$ cat config.mk
export PLATFORM = sky130hd
export DESIGN_NAME = noc_vc_output_port
export DESIGN_NICKNAME = d
export VERILOG_FILES = /design/src/rtl/noc_vc_output_port.sv
export SDC_FILE = /design/constraint.sdc
export NUM_CORES = 1
export LEC_CHECK = 0
export ABC_AREA = 0
export ABC_CLOCK_PERIOD_IN_PS = 3950
export BUFFER_PORTS_ARGS = -buffer_cell sky130_fd_sc_hd__buf_2
export CAP_MARGIN = 30
export CORE_MARGIN = 4
export CORE_UTILIZATION = 45
export DETAILED_ROUTE_END_ITERATION = 7
export PLACE_DENSITY_LB_ADDON = 0.2
export SLEW_MARGIN = 10
export SYNTH_ARGS = -nofsm -noshare
export SYNTH_HDL_FRONTEND = slang
export SYNTH_SLANG_ARGS = --single-unit
$ cat constraint.sdc
create_clock -name clk -period 3.95 [get_ports clk]
set_clock_uncertainty 0.05 [all_clocks]
set_input_delay 0.79 -clock clk [delete_from_list [all_inputs] [get_ports clk]]
set_output_delay 0.79 -clock clk [all_outputs]
set_load 0.01 [all_outputs]
$ cat src/rtl/noc_vc_output_port.sv
// Router output port: per-VC round-robin arbitration with wormhole locking, fixed VC
// priority (highest index wins), per-VC credit flow control and a registered output stage.
module noc_vc_output_port #(
    parameter int N_IN    = 4,
    parameter int N_VC    = 3,
    parameter int FLIT_W  = 34,
    parameter int CREDITS = 4,
    localparam int IW = (N_IN > 1) ? $clog2(N_IN) : 1,
    localparam int VW = (N_VC > 1) ? $clog2(N_VC) : 1
) (
    input  logic                   clk,
    input  logic                   arst,
    input  logic [N_IN-1:0]        fin_valid_i,
    input  logic [N_IN*FLIT_W-1:0] fin_flit_i,
    input  logic [N_IN*VW-1:0]     fin_vc_i,
    output logic [N_IN-1:0]        fin_ready_o,
    output logic                   fout_valid_o,
    output logic [FLIT_W-1:0]      fout_flit_o,
    output logic [VW-1:0]          fout_vc_o,
    input  logic [N_VC-1:0]        fout_credit_i
);
    localparam int CW = $clog2(CREDITS + 1);
    localparam logic [1:0] T_HEAD   = 2'b00;
    localparam logic [1:0] T_TAIL   = 2'b10;
    localparam logic [1:0] T_SINGLE = 2'b11;

    logic [FLIT_W-1:0] in_flit [N_IN];
    logic [VW-1:0]     in_vc   [N_IN];
    logic [1:0]        in_type [N_IN];

    for (genvar k = 0; k < N_IN; k++) begin : g_unpack
        assign in_flit[k] = fin_flit_i[k*FLIT_W +: FLIT_W];
        assign in_vc[k]   = fin_vc_i[k*VW +: VW];
        assign in_type[k] = in_flit[k][FLIT_W-1 -: 2];
    end

    logic [N_VC-1:0] lock;
    logic [IW-1:0]   owner  [N_VC];
    logic [IW-1:0]   rr_ptr [N_VC];
    logic [CW-1:0]   credit [N_VC];

    function automatic logic [IW-1:0] wrap_add(input logic [IW-1:0] base, input int off);
        int s;
        s = int'(base) + off;
        if (s >= N_IN) s = s - N_IN;
        return IW'(s);
    endfunction

    // Inputs offering a packet-opening flit (head or single) on each VC.
    logic [N_IN-1:0] head_req [N_VC];
    always_comb begin
        for (int v = 0; v < N_VC; v++) begin
            for (int k = 0; k < N_IN; k++) begin
                head_req[v][k] = fin_valid_i[k] && (in_vc[k] == VW'(v)) &&
                                 (in_type[k] == T_HEAD || in_type[k] == T_SINGLE);
            end
        end
    end

    logic [N_VC-1:0] vc_elig;
    logic [IW-1:0]   vc_pick [N_VC];
    always_comb begin
        for (int v = 0; v < N_VC; v++) begin
            vc_elig[v] = 1'b0;
            vc_pick[v] = '0;
            if (credit[v] != '0) begin
                if (lock[v]) begin
                    // A locked VC only follows its owner; other inputs' flits wait.
                    vc_elig[v] = fin_valid_i[owner[v]] && (in_vc[owner[v]] == VW'(v));
                    vc_pick[v] = owner[v];
                end else begin
                    for (int i = 0; i < N_IN; i++) begin
                        if (!vc_elig[v] && head_req[v][wrap_add(rr_ptr[v], i)]) begin
                            vc_elig[v] = 1'b1;
                            vc_pick[v] = wrap_add(rr_ptr[v], i);
                        end
                    end
                end
            end
        end
    end

    logic            win_any;
    logic [VW-1:0]   win_vc;
    logic [IW-1:0]   win_in;
    logic            xfer;
    logic [N_VC-1:0] send_vc;
    logic [1:0]      win_type;

    always_comb begin
        win_any = 1'b0;
        win_vc  = '0;
        win_in  = '0;
        for (int v = 0; v < N_VC; v++) begin
            if (vc_elig[v]) begin
                win_any = 1'b1;
                win_vc  = VW'(v);
                win_in  = vc_pick[v];
            end
        end
        xfer        = win_any && !arst;
        fin_ready_o = '0;
        send_vc     = '0;
        if (xfer) begin
            fin_ready_o[win_in] = 1'b1;
            send_vc[win_vc]     = 1'b1;
        end
        win_type = in_type[win_in];
    end

    always_ff @(posedge clk or posedge arst) begin
        if (arst) begin
            for (int v = 0; v < N_VC; v++) begin
                lock[v]   <= 1'b0;
                owner[v]  <= '0;
                rr_ptr[v] <= '0;
                credit[v] <= CW'(CREDITS);
            end
        end else begin
            for (int v = 0; v < N_VC; v++) begin
                if (send_vc[v]) begin
                    if (win_type == T_HEAD) begin
                        lock[v]  <= 1'b1;
                        owner[v] <= win_in;
                    end else if (win_type == T_TAIL || win_type == T_SINGLE) begin
                        lock[v]   <= 1'b0;
                        rr_ptr[v] <= wrap_add(win_in, 1);
                    end
                end
                // A send and a returned credit in the same cycle cancel out.
                if (send_vc[v] && !fout_credit_i[v]) begin
                    credit[v] <= credit[v] - CW'(1);
                end else if (!send_vc[v] && fout_credit_i[v] && credit[v] != CW'(CREDITS)) begin
                    credit[v] <= credit[v] + CW'(1);
                end
            end
        end
    end

    always_ff @(posedge clk or posedge arst) begin
        if (arst) begin
            fout_valid_o <= 1'b0;
            fout_flit_o  <= '0;
            fout_vc_o    <= '0;
        end else begin
            fout_valid_o <= xfer;
            if (xfer) begin
                fout_flit_o <= in_flit[win_in];
                fout_vc_o   <= win_vc;
            end
        end
    end
endmodule

==> qor.yml <==
detailed_routing:
  wl_mm: 13.6
  wl_per_cell_um: 17.2
  drtIter0Drc: 193
  drt_first_pass_iters: 4
  postRouteAntennaNets: 0
  drc: 0
  vias: 4277
  drt-vias-per-instance: 5.41
synth:
  yosys.area_share.adder: 0.0237
  syn_area_um2: 4640
  synth_top_family_by_area: "multiplexers"
  ys_ff_latch: 61
  synthXorXnorAreaFrac: 0.0148
  synthMuxAreaShare: 0.334
  synth-compound-area-share: 0.139
  ys_warn_count: 0
  ys.flop_type: "dfrtp_1"
  synth_fp_nets: 606
  synth.distinct_cells: 63
  synth_top_area_frac: 0.313
  async_flop_share: 1.00
  seq_area_frac_synth: 0.330
  yosysTopAreaCell: "dfrtp_1"
  syn_area_per_cell_um2: 10.4
  synth.area.top_cells: "dfrtp_1, mux2i_1, mux2_2"
  yosys.area_share.simple: 0.125
  syn_inst: 446
  yosys-top-cells-count: "mux2i_1, dfrtp_1, mux2_2"
  yosysMostFrequentCell: "mux2i_1"
  synth_edf_count: 0
worst_setup_path:
  crit_fanout: 5
  path_delay_family: "compound AO/OA/AOI/OAI gates"
  crit_top_cell: "buf_2"
  crit_arrival_ns: 3.00
  r2r_end: "owner[2]$_DFFE_PP0P_"
  r2r.worst_path.cells: 10
  rrSetupSlack_ns: 0.65
  timing.critical_path.buf_inv: 4
  cp.required_ns: 3.11
  slowest_stage: "o41ai_2"
  timing.rr.start: "rr_ptr[4]$_DFFE_PP0P_"
  criticalPathCategory: "input pin to primary output"
  critPathLaunchType: "input pin"
  cp_slowest_stage_delay_ns: 0.31
  cp_cell_sequence: "buf_2, nor3b_1, buf_4, o211ai_1, o221a_2, o41ai_2, mux2i_4, nor2_4, inv_1, ha_1, and2_1, buf_2"
  critPathCaptureType: "primary output"
timing:
  fin_crit_ns: 3.84
  worst_pin_slew_ns: 0.757
  report.final.slew_viol_count: 0
  rsz0062_at_grt: "false"
  maxSlewHeadroom: 0.495
  setup_violations: 0
  setup_slack_ns: 0.111
  finalHoldViolCount: 0
  fin_crit_sh: 0.972
  max_freq_mhz: 260
clock_tree:
  clockBufferDepth: 2
  cts_tree: "yes"
  postCtsSetupBuffers: 0
  clock_sinks: 61
  cts-hold-fix-buffers: 0
  clkLatencyLatePin_ns: 0.34
  ctsHtreeMaxLevel: 3
  clock-root-buffer: "clkbuf_8"
  clkSlewWorstSetupHoldPaths_ns: 0.06
  cts_made_buffers: 9
status:
  status: "complete, no violations"
die:
  ios: 194
  core_um2: 9910
  dieArea_um2: 12000
  die_w_um: 110
  dieHeight_um: 110
  initial_core_util: 0.468
  core.rowCount: 36
pwr:
  power_mw: 5.82
  power.density_nw_per_um2: 953
  p_leak_nw: 2.92
  ir_drop_mv: 0.551
place:
  port_buffers: 193
  dp_cells: 774
  place_congestion: 0.893
  hpwl_mm: 11.0
  place_ws_ns: -0.000508
  dpl_cell_area_um2: 5880
worst_hold_path:
  hold_end: "fout_flit_o[16]$_DFFE_PP0P_"
  hold_depth: 1
  worstHoldStart: "fout_flit_o[16]$_DFFE_PP0P_"
  hp-class: "register to register"
run:
  drv_cap: 0
finish:
  n_antenna_cell: 0
  fin_area_um2: 6110
  fin_nets: 812
  drive_above_1_share: 0.443
  final_cells: 790
  fillers: 888
  area_delta_synth_final_pct: 31.8
grt:
  grt_pass1_wl_mm: 21.4
  overflow: 0
  grt_pass1_vias: 4399
  antenna_found_initial: 0
  grt_start_max_net_pins: 62
  groute.usage.overall: 0.228
-- what timing repair did --
item | CTS | global route
pin swaps | 0 | 1
cloned | 0 | 0
resized for setup | 1 | 7
endpoints found under the setup margin | 2 | 3
-- power breakdown --
part	internal (mW)	switching [mW]
Combinational	1.99	2.06
Sequential	0.974	0.259
Clock	0.290	0.245
Total	3.26	2.57
-- routing by layer --
metal / GRT usage / wire length, um / part of all wire
met5: 0 / 0 / 0
met4: 0.0588 / 143 / 0.011
met3: 0.0364 / 755 / 0.056
met2: 0.403 / 7050 / 0.52
met1: 0.290 / 5620 / 0.41
-- worst max-delay path by stage --
stage	cells past startpoint	to	from	slack (ns)
after floorplan	10	fin_ready_o[1]	fin_vc_i[2]	0.21
after global placement	11	owner[3]$_DFFE_PP0P_	fin_vc_i[6]	0.08
after detailed placement	11	owner[2]$_DFFE_PP0P_	fin_vc_i[6]	-0.0005
after CTS	11	fin_ready_o[0]	fin_vc_i[6]	0.02
after global routing	11	fin_ready_o[3]	fin_vc_i[5]	0.003
final	12	fin_ready_o[0]	fin_vc_i[4]	0.11
-- through the flow --
step | hold slack (ns) | util | setup TNS, ns
after floorplan | 0.430 | - | 0
final | 0.451 | 0.617 | 0
after CTS | 0.456 | 0.613 | 0
after detailed placement | 0.440 | 0.594 | -0.000508
after global routing | 0.462 | 0.617 | 0
after global placement | 0.437 | 0.594 | 0
-- sequential cells by signal, indices dropped and copies added (netlist names) --
register / cells
credit: 9
fout_flit_o: 34
fout_valid_o: 1
fout_vc_o: 2
lock: 3
owner: 6
rr_ptr: 6
-- logic make-up after synthesis --
| family | count (synthesis) |
|---|---|
| adder cells (fa/ha/maj) | 7 |
| AND/OR/NAND/NOR | 99 |
| buffers and inverters | 37 |
| multiplexers | 148 |
| flip-flops | 61 |
| XOR/XNOR | 7 |
| AO/OA/AOI/OAI | 87 |
-- final cells by class --
type	instances	area, um2	area share
tap	133	166	0.0272
multi-input combinational	348	3020	0.494
clock buffer	11	131	0.0215
timing repair buffer	213	1140	0.187
clock inverter	5	53.8	0.00880
inverter	19	71.3	0.0117
sequential	61	1530	0.250
-- cell usage in the layout, fill, tap and decap left out, types with 4 or more instances in the layout --
master    count
o21ai_0      10
buf_4        18
nand2b_1      5
inv_1        17
nor2b_1       7
nor3_1       12
and2_1        6
nor2_1       11
nor3b_1       4
nand2_1      17
ha_1          4
a31oi_1       5
mux2i_1     102
nand3_1       4
o22ai_1       7
buf_2       193
clkbuf_8      9
a21oi_1      19
dfrtp_1      58
nand3b_1     11
a21o_1        4
mux2_2       34
mux2_1       11
o211ai_1      5
No activity file was read; power rests on OpenSTA's default activity.
